`src/rtl/alu_pkg.sv`:
```
// Shared types for the multi-cycle ALU: opcode and FSM state encodings,
// and the bit positions of the {Z,C,N,V} flag register.
package alu_pkg;

    typedef enum logic [3:0] {
        OP_PASSA = 4'd0,
        OP_PASSB = 4'd1,
        OP_NOTA  = 4'd2,
        OP_NOTB  = 4'd3,
        OP_ADD   = 4'd4,
        OP_ADDC  = 4'd5,
        OP_SUB   = 4'd6,
        OP_AND   = 4'd7,
        OP_OR    = 4'd8,
        OP_XOR   = 4'd9,
        OP_NAND  = 4'd10,
        OP_LSL1  = 4'd11,
        OP_LSR1  = 4'd12,
        OP_ASR1  = 4'd13,
        OP_SHLN  = 4'd14,
        OP_MUL   = 4'd15
    } alu_op_e;

    localparam int FLAG_Z = 3;
    localparam int FLAG_C = 2;
    localparam int FLAG_N = 1;
    localparam int FLAG_V = 0;

    typedef enum logic [1:0] {
        ST_IDLE = 2'd0,
        ST_BUSY = 2'd1,
        ST_DONE = 2'd2
    } alu_state_e;

endpackage

```
`src/rtl/alu_iter_unit.sv`:
```
// Iterative datapath for SHLN (one bit per step) and shift-add MUL (one
// multiplier bit per step). res_o/carry_o show the value after the current step.
module alu_iter_unit
    import alu_pkg::*;
#(
    parameter int WIDTH = 32,
    parameter int CW    = $clog2(WIDTH) + 1
) (
    input  logic             clk_i,
    input  logic             rst_i,
    input  logic             start_i,
    input  logic             step_i,
    input  logic             mul_i,
    input  logic             half_i,
    input  logic [WIDTH-1:0] a_i,
    input  logic [WIDTH-1:0] b_i,
    input  logic [CW-1:0]    n_i,
    output logic [WIDTH-1:0] res_o,
    output logic             carry_o,
    output logic             done_o
);

    localparam int HW = WIDTH / 2;

    logic [2*WIDTH-1:0] acc_q, acc_d;
    logic [2*WIDTH-1:0] mc_q, mc_d;
    logic [WIDTH-1:0]   mlt_q, mlt_d;
    logic [WIDTH-1:0]   mask;
    logic [CW-1:0]      cnt_q, cnt_d;
    logic               mul_q, half_q;

    assign mask = half_q ? WIDTH'({HW{1'b1}}) : {WIDTH{1'b1}};

    always_comb begin
        acc_d = (mul_q && mlt_q[0]) ? acc_q + mc_q : acc_q;
        mc_d  = mc_q << 1;
        mlt_d = mlt_q >> 1;
        cnt_d = cnt_q - CW'(1);
    end

    // cnt_q holds steps remaining minus one, so the terminal step is cnt_q == 0.
    assign done_o = step_i && (cnt_q == '0);
    assign res_o  = mul_q ? (acc_d[WIDTH-1:0] & mask) : (mc_d[WIDTH-1:0] & mask);

    always_comb begin
        if (mul_q) begin
            carry_o = half_q ? |acc_d[WIDTH-1:HW] : |acc_d[2*WIDTH-1:WIDTH];
        end else begin
            carry_o = half_q ? mc_q[HW-1] : mc_q[WIDTH-1];
        end
    end

    always_ff @(posedge clk_i) begin
        if (rst_i) begin
            acc_q  <= '0;
            mc_q   <= '0;
            mlt_q  <= '0;
            cnt_q  <= '0;
            mul_q  <= 1'b0;
            half_q <= 1'b0;
        end else if (start_i) begin
            acc_q  <= '0;
            mc_q   <= {{WIDTH{1'b0}}, a_i};
            mlt_q  <= b_i;
            cnt_q  <= n_i - CW'(1);
            mul_q  <= mul_i;
            half_q <= half_i;
        end else if (step_i) begin
            acc_q <= acc_d;
            mc_q  <= mc_d;
            mlt_q <= mlt_d;
            cnt_q <= cnt_d;
        end
    end

endmodule

```
`src/rtl/alu_mc.sv`:
```
// Multi-cycle ALU: valid/ready accept, IDLE/BUSY/DONE sequencing, single-cycle
// datapath, flag generation and the registered result/flags.
module alu_mc
    import alu_pkg::*;
#(
    parameter int WIDTH = 32
) (
    input  logic             clock,
    input  logic             reset,
    input  logic             in_valid,
    output logic             in_ready,
    input  logic [WIDTH-1:0] input_a,
    input  logic [WIDTH-1:0] input_b,
    input  logic [4:0]       FunSel,
    output logic [WIDTH-1:0] ALUOut,
    output logic [3:0]       flags,
    output logic             out_valid,
    output logic [1:0]       dbg_state_o
);

    // Handshake: an op is taken on a rising edge where in_valid && in_ready;
    // in_ready is high only in IDLE outside reset, so a held request waits.
    localparam int HW    = WIDTH / 2;
    localparam int CW    = $clog2(WIDTH) + 1;
    localparam int AMT_H = $clog2(HW);
    localparam int AMT_F = $clog2(WIDTH);

    alu_state_e       state_q, state_d;
    logic [WIDTH-1:0] aluout_q, aluout_d;
    logic [3:0]       flags_q, flags_d;
    logic             half_q, half_d;

    logic             half, accept, is_iter, it_start, it_done, it_carry;
    alu_op_e          op;
    logic [WIDTH-1:0] mask, top_m, a_m, b_m, bx, sc_res, it_res;
    logic [WIDTH:0]   sum;
    logic [CW-1:0]    amt, iter_n;
    logic             cin_bit, add_c, add_v, sc_c, sc_v;

    function automatic logic msb_of(input logic [WIDTH-1:0] v, input logic h);
        return h ? v[HW-1] : v[WIDTH-1];
    endfunction

    function automatic logic [3:0] mk_flags(input logic [WIDTH-1:0] r, input logic c,
                                            input logic v, input logic h);
        logic [3:0] f;
        f         = '0;
        f[FLAG_Z] = (r == '0);
        f[FLAG_C] = c;
        f[FLAG_N] = msb_of(r, h);
        f[FLAG_V] = v;
        return f;
    endfunction

    assign half     = ~FunSel[4];
    assign op       = alu_op_e'(FunSel[3:0]);
    assign mask     = half ? WIDTH'({HW{1'b1}}) : {WIDTH{1'b1}};
    assign top_m    = mask ^ (mask >> 1);
    assign a_m      = input_a & mask;
    assign b_m      = input_b & mask;
    assign in_ready = (state_q == ST_IDLE) && !reset;
    assign accept   = in_valid && in_ready;

    assign amt     = half ? CW'(input_b[AMT_H-1:0]) : CW'(input_b[AMT_F-1:0]);
    assign is_iter = (op == OP_MUL) || ((op == OP_SHLN) && (amt != '0));
    assign iter_n  = (op == OP_MUL) ? (half ? CW'(HW) : CW'(WIDTH)) : amt;

    // SUB is A + ~B + 1 over the active width; the same adder serves ADD/ADDC.
    always_comb begin
        bx      = (op == OP_SUB) ? (~input_b & mask) : b_m;
        cin_bit = (op == OP_SUB) || ((op == OP_ADDC) && flags_q[FLAG_C]);
        sum     = {1'b0, a_m} + {1'b0, bx} + {{WIDTH{1'b0}}, cin_bit};
        add_c   = half ? sum[HW] : sum[WIDTH];
        add_v   = (msb_of(a_m, half) == msb_of(bx, half)) &&
                  (msb_of(sum[WIDTH-1:0], half) != msb_of(a_m, half));
    end

    always_comb begin
        sc_res = '0;
        sc_c   = 1'b0;
        sc_v   = 1'b0;
        case (op)
            OP_PASSA: sc_res = a_m;
            OP_PASSB: sc_res = b_m;
            OP_NOTA:  sc_res = ~input_a & mask;
            OP_NOTB:  sc_res = ~input_b & mask;
            OP_ADD, OP_ADDC, OP_SUB: begin
                sc_res = sum[WIDTH-1:0] & mask;
                sc_c   = add_c;
                sc_v   = add_v;
            end
            OP_AND:   sc_res = a_m & b_m;
            OP_OR:    sc_res = a_m | b_m;
            OP_XOR:   sc_res = a_m ^ b_m;
            OP_NAND:  sc_res = ~(a_m & b_m) & mask;
            OP_LSL1: begin
                sc_res = (a_m << 1) & mask;
                sc_c   = msb_of(a_m, half);
            end
            OP_LSR1: begin
                sc_res = a_m >> 1;
                sc_c   = a_m[0];
            end
            OP_ASR1: begin
                sc_res = (a_m >> 1) | (msb_of(a_m, half) ? top_m : '0);
                sc_c   = a_m[0];
            end
            // Only SHLN with a zero amount completes here: result is A, C=0.
            default:  sc_res = a_m;
        endcase
    end

    always_comb begin
        state_d  = state_q;
        aluout_d = aluout_q;
        flags_d  = flags_q;
        half_d   = half_q;
        it_start = 1'b0;
        case (state_q)
            ST_IDLE: begin
                if (accept) begin
                    half_d = half;
                    if (is_iter) begin
                        it_start = 1'b1;
                        state_d  = ST_BUSY;
                    end else begin
                        state_d  = ST_DONE;
                        aluout_d = sc_res;
                        flags_d  = mk_flags(sc_res, sc_c, sc_v, half);
                    end
                end
            end
            ST_BUSY: begin
                if (it_done) begin
                    state_d  = ST_DONE;
                    aluout_d = it_res;
                    flags_d  = mk_flags(it_res, it_carry, 1'b0, half_q);
                end
            end
            ST_DONE: state_d = ST_IDLE;
            default: state_d = ST_IDLE;
        endcase
    end

    always_ff @(posedge clock) begin
        if (reset) begin
            state_q  <= ST_IDLE;
            aluout_q <= '0;
            flags_q  <= '0;
            half_q   <= 1'b0;
        end else begin
            state_q  <= state_d;
            aluout_q <= aluout_d;
            flags_q  <= flags_d;
            half_q   <= half_d;
        end
    end

    alu_iter_unit #(
        .WIDTH(WIDTH),
        .CW   (CW)
    ) u_iter (
        .clk_i  (clock),
        .rst_i  (reset),
        .start_i(it_start),
        .step_i (state_q == ST_BUSY),
        .mul_i  (op == OP_MUL),
        .half_i (half),
        .a_i    (a_m),
        .b_i    (b_m),
        .n_i    (iter_n),
        .res_o  (it_res),
        .carry_o(it_carry),
        .done_o (it_done)
    );

    assign ALUOut      = aluout_q;
    assign flags       = flags_q;
    assign out_valid   = (state_q == ST_DONE);
    assign dbg_state_o = state_q;

endmodule

```
`config.mk`:
```
export PLATFORM = sky130hd
export DESIGN_NAME = alu_mc
export DESIGN_NICKNAME = d
export VERILOG_FILES = /design/src/rtl/alu_pkg.sv /design/src/rtl/alu_iter_unit.sv /design/src/rtl/alu_mc.sv
export SDC_FILE = /design/constraint.sdc
export NUM_CORES = 1
export LEC_CHECK = 0
export ABC_AREA = 1
export CORE_MARGIN = 2
export CORE_UTILIZATION = 40
export CTS_CLUSTER_DIAMETER = 100
export DETAILED_ROUTE_END_ITERATION = 16
export SLEW_MARGIN = 15
export SYNTH_ARGS = -nofsm -noshare
export SYNTH_HDL_FRONTEND = slang
export SYNTH_SLANG_ARGS = --single-unit
```
`constraint.sdc`:
```
create_clock -name clock -period 10.87 [get_ports clock]
set_input_delay 1.087 -clock clock [delete_from_list [all_inputs] [get_ports clock]]
set_output_delay 1.087 -clock clock [all_outputs]
set_load 0.01 [all_outputs]
```
Word level (Yosys, flattened, before mapping)
Cells that the tools add are included.

storage, ports and cells
  bits in registers = 207
  bits in latches = 0
  RAM bits = 0
  bits in read-only memories = 0
  bits of input ports = 72
  word-level logic and storage cells = 123
  memories = 0

operators by class
  add/sub/neg operators = 5
  $mul = 0
  div/mod/pow operators = 0
  $lt $le $gt $ge = 0
  equal/unequal tests = 22
  shift operators = 0
  muxes and demuxes = 42
  bitwise gates (word level) = 18
  reduce and logical (&&, ||, !) cells = 25

operators by type and width
  operator             number
  $mux 32              12
  $pmux 32 s11         1
  $and 32x32->32       10
  $not 32->32          3
  $add 64x64->64       1
  $logic_not 32->1     2
  $mux 64              1
  $pmux 32 s2          1
  $add 32x32->33       1
  $add 33x1->33        1
  $eq 4x4->1 const B   8
  $or 31x32->32        1
  $or 32x32->32        1
  $reduce_or 32->1     1
  $xor 32x31->32       1
  $xor 32x32->32       1
  $mux 6               4
  $eq 4x3->1 const B   4
  $reduce_or 16->1     1
  $mux 1               13
  $mux 4               3
  $sub 6x1->6 const B  2
  $eq 4x2->1 const B   2
  $pmux 4 s2           1
  other kinds (22)     36

Depth between registers and ports, before layout
  depth after elaboration = 12
  depth in mapped cells = 32
  depth with buffers taken out = 31

Modules after synthesis
Synthesis repeated with hierarchy kept, for this count alone.

second synthesis, totals
  cell total of the unflattened synthesis = 4071
  area total of the unflattened synthesis = 22703.0 sq um

modules (own cells, without submodules)
  module         times used  cells an instance  area an instance (sq um)  sequential area each (sq um)
  alu_iter_unit  1           2427               13975.9                   3363.2
  alu_mc         1           1644               8727.1                    780.7

Worst setup path after synthesis
OpenSTA, ideal clock, no wires.

  path type = input to register
  from = in FunSel[1]
  to = reg flags_q[3], in the netlist flags[3]
  arrival = 4.208 ns
  data required time = 10.804 ns
  setup slack = 6.595 ns
  stages on the path = 27
  path through = buf_4 nand2_1 nor2_1 clkbuf_1 clkbuf_1 xor2_1 ha_1 a21oi_1 a21boi_0 nand2_1 nand2_1 nand2_1 nand2_1 nand3_1 nand3_1 nand2_1 nand2_1 nand2_1 nand2_1 nand2_1 nand2_1 nand2_1 inv_1 nand2_1 nor2_1 nand2_1 a21oi_2

between the ends
  word-level cells in the longest chain between the ends = 10

ends and longest elaborated chain
  item                                                       RTL line                                  source
  start: declaration                                         alu_mc.sv:14                              input logic [4:0] FunSel,
  $eq 4x3->1, on equally long branches                       alu_mc.sv:70, alu_mc.sv:71, alu_mc.sv:82
  $mux 32 / $logic_and 1x1->1 (equally long branches)        alu_mc.sv:70, alu_mc.sv:71
  $add 32x32->33 / $logic_or 1x1->1 (equally long branches)  alu_mc.sv:72, alu_mc.sv:71
  $add 33x1->33                                              alu_mc.sv:72                              sum = {1'b0, a_m} + {1'b0, bx} + {{WIDTH{1'b0}}, cin_bit};
  $and 32x32->32                                             alu_mc.sv:88                              sc_res = sum[WIDTH-1:0] & mask;
  $pmux 32 s11                                               alu_mc.sv:82                              case (op)
  $logic_not 32->1                                           alu_mc.sv:48                              f[FLAG_Z] = (r == '0);
  $mux 4                                                     alu_mc.sv:123                             if (is_iter) begin
  $mux 4                                                     alu_mc.sv:121                             if (accept) begin
  $pmux 4 s2                                                 alu_mc.sv:119                             case (state_q)
  end signal: assignment                                     alu_mc.sv:154                             flags_q <= flags_d;
  end: declaration                                           alu_mc.sv:30                              logic [3:0] flags_q, flags_d;

Parallel ways exist; a longest one is shown, timed or not. The select of a mux whose other input is x is not followed.
A chain may end at the register's enable or synchronous reset.

Worst setup path in the final report
Ends and elaborated chain as after synthesis.

==> results.sh <==
export IMPL_syn_area_per_cell_um2=5.48
export IMPL_cts_hold_buf=0
export IMPL_whs_endpoint="ALUOut[17]$_SDFFE_PP0P_"
export IMPL_grt_pass1_wl_um=132000
export IMPL_remaining_drc_errors=0
export IMPL_worst_slew_pin_slew_ps=1040
export IMPL_num_io_pins=112
export IMPL_netlist_area_leader_share=0.261
export IMPL_synth_async_reset_ratio=0
export IMPL_rsz0062_at_grt="no"
export IMPL_syn_instance_count=4041
export IMPL_ctsResizeCount=0
export IMPL_grt_use_total=0.292
export IMPL_hold_path_class="register to register"
export IMPL_r2r_end="flags[3]$_SDFFE_PP0P_"
export IMPL_ant_nets=0
export IMPL_worstPathRequired_ps=11390
export IMPL_yosysWarnings=0
export IMPL_nFillCells=6211
export IMPL_ff2ff_path_depth=21
export IMPL_grt_ovfl_total=0
export IMPL_critPathCaptureType="register"
export IMPL_cts_tree="done"
export IMPL_critical_path_class="input pin to register"
export IMPL_power_density_mw_per_mm2=90.2
export IMPL_switching_share=0.324
export IMPL_clockRootBuffer="clkbuf_16"
export IMPL_maxCapViolations=0
export IMPL_clkPwrFrac=0.414
export IMPL_critical_path_arrival_ps=5710
export IMPL_io_buffers=111
export IMPL_power_frac_seq=0.358
export IMPL_drv_slew=0
export IMPL_synth_cell_area_mm2=0.0222
export IMPL_p_switching_uw=721
export IMPL_cts_max_path_buffers=3
export IMPL_path_clk_slew_ps=60
export IMPL_cp_common_cell="nand2_1"
export IMPL_layout_drive_gt1_share=0.0314
export IMPL_finalSetupViolations=0
export IMPL_wl_per_cell_um=17.6
export IMPL_firstDrtPassIters=6
export IMPL_synth_edf_count=0
export IMPL_cts_htree_levels=1
export IMPL_start_kind="input pin"
export IMPL_grt_pass1_vias=23458
export IMPL_area_growth_pct=11.4
export IMPL_cell_internal_pwr_mw=1.51
export IMPL_die_x_um=239
export IMPL_reg2reg_from="u_iter.mul_q$_SDFFE_PP0P_"
export IMPL_via_count=25070
export IMPL_dieHeight_um=239
export IMPL_cp_slowest_cell="clkdlybuf4s50_1"
export IMPL_insertion_delay_ps=590
export IMPL_design_final_nets=4294
export IMPL_relSlewSlack=0.307
export IMPL_period_minus_slack_ps=5190
export IMPL_setup_worst_path_start="FunSel[1]"
export IMPL_grt_max_degree=100
export IMPL_ys_dominant_reg_cell="dfxtp_1"
export IMPL_core_mm2=0.0550
export IMPL_crit_fanout=47
export IMPL_synth_fp_nets=4275
export IMPL_postCtsSetupBuffers=0
export IMPL_synth_area_top_cells="nand2_1, dfxtp_1, inv_1"
export IMPL_finalCritPeriodShare=0.478
export IMPL_hold_viol=0
export IMPL_finClkSkew_ps=13.3
export IMPL_cts_buffers=26
export IMPL_gp_congestion=1.02
export IMPL_n_antenna_cell=0
export IMPL_ys_seq_area_frac=0.187
export IMPL_ys_ff_latch=207
export IMPL_outcome="complete, no violations"
export IMPL_rrSetupSlack_ps=7060
export IMPL_core_rowCount=86
export IMPL_hold_depth=2
export IMPL_synth_distinct_cells=58
export IMPL_wl_um=84900
export IMPL_tns_ps=0
export IMPL_yosysTopAreaCell="nand2_1"
export IMPL_hpwl_um=65900
export IMPL_finalPower_mw=2.23
export IMPL_leakage_nw=13.0
export IMPL_holdCritStartpoint="ALUOut[17]$_SDFFE_PP0P_"
export IMPL_combPwrFrac=0.228
export IMPL_vdd_drop_max_mv=0.117
export IMPL_timing_fmax_mhz=193
export IMPL_die_area_mm2=0.0573
export IMPL_vias_per_cell=5.20
export IMPL_slowest_delay_ps=650
export IMPL_start_util=0.403
export IMPL_antenna_found_initial=0
export IMPL_drt_iter0_drc=2046
export IMPL_numClockSinks=207
-- how the worst max path moves through the flow --
stage	end	cells after the start	slack (ps)
3_5_place_dp	flags[3]$_SDFFE_PP0P_	30	5100
6_report	flags[3]$_SDFFE_PP0P_	30	5680
3_3_place_gp	flags[3]$_SDFFE_PP0P_	30	5140
4_1_cts	flags[3]$_SDFFE_PP0P_	30	5690
2_1_floorplan	flags[3]$_SDFFE_PP0P_	27	6600
5_1_grt	flags[3]$_SDFFE_PP0P_	30	5300
-- layer usage --
metal  track usage  vias up  wire length (µm)
li1              -    12789                 -
met1         0.376    11290             37300
met2         0.498      839             39000
met3        0.0356      152              5090
met4         0.108        0              3480
met5             0        -                 0
-- state kept, by name (all words and copies together) (netlist names) --
signal,cells
u_iter.mlt_q,32
ALUOut,32
u_iter.acc_q,64
u_iter.half_q,1
u_iter.mul_q,1
half_q,1
u_iter.cnt_q,6
dbg_state_o,2
u_iter.mc_q,64
flags,4
-- cells by family after synthesis --
| logic type | after synthesis | share of synthesized area |
|---|---|---|
| compound gates | 619 | 0.165 |
| xor+xnor | 44 | 0.0174 |
| fa+ha+maj | 162 | 0.0925 |
| buf+inv | 816 | 0.142 |
| flops | 207 | 0.187 |
| mux | 2 | 0.000903 |
| simple gates | 2191 | 0.396 |
-- cell type report --
cell class | count | area (µm²) | share of cell area
clock buffers | 35 | 754 | 0.0305
well taps | 748 | 936 | 0.0379
multi-input cells | 3018 | 14900 | 0.604
clock inverters | 8 | 134 | 0.00542
repair buffers | 139 | 1310 | 0.0531
inverters | 668 | 2510 | 0.102
flip-flops and latches | 207 | 4140 | 0.168
-- power by group through the flow --
stage / Clock [mW] / Sequential [mW] / Combinational (mW)
floorplan: 0 / 0.813 / 0.307
global placement: 0 / 0.814 / 0.498
detailed placement: 0 / 0.813 / 0.497
CTS: 0.939 / 0.797 / 0.499
global route: 0.970 / 0.799 / 0.560
finish: 0.921 / 0.798 / 0.508
-- layout by cell type (no fill, tap or decap), drive strengths merged, types with 33 or more instances in the layout --
master	n
nand2	1544
inv	664
nor2	330
o21ai	215
dfxtp	207
a21oi	202
nand3	197
ha	159
clkdlybuf4s50	109
o211ai	52
clkbuf	35
o221ai	33
nor3	33
-- Yosys cell counts (all sizes together), types with 33 or more instances --
cell,count
nand2,1544
clkbuf,103
nor2,330
buf,45
nand3,197
inv,665
o211ai,52
dfxtp,207
o21ai,215
nor3,33
a21oi,202
ha,159
o221ai,33
-- critical path, delay by kind of cell --
kind,cells,cell delay (ps)
adders and majority gates,2,570
buffers and inverters,4,1460
AOI/OAI and AO/OA,1,100
and+or+nand+nor,23,2460
-- through the flow --
stage / setup WS (ps) / instance area [µm²] / hold slack [ps] / util / instances
detailed placement: 5100 / 23800 / 458 / 0.433 / 4780
CTS: 5690 / 24700 / 466 / 0.449 / 4823
global placement: 5140 / 23800 / 455 / 0.433 / 4780
finish: 5680 / 24700 / 462 / 0.449 / 4823
floorplan: 6600 / 22200 / 441 / - / 4041
global route: 5300 / 24700 / 488 / 0.449 / 4823
Power figures use the tool's default switching activity.
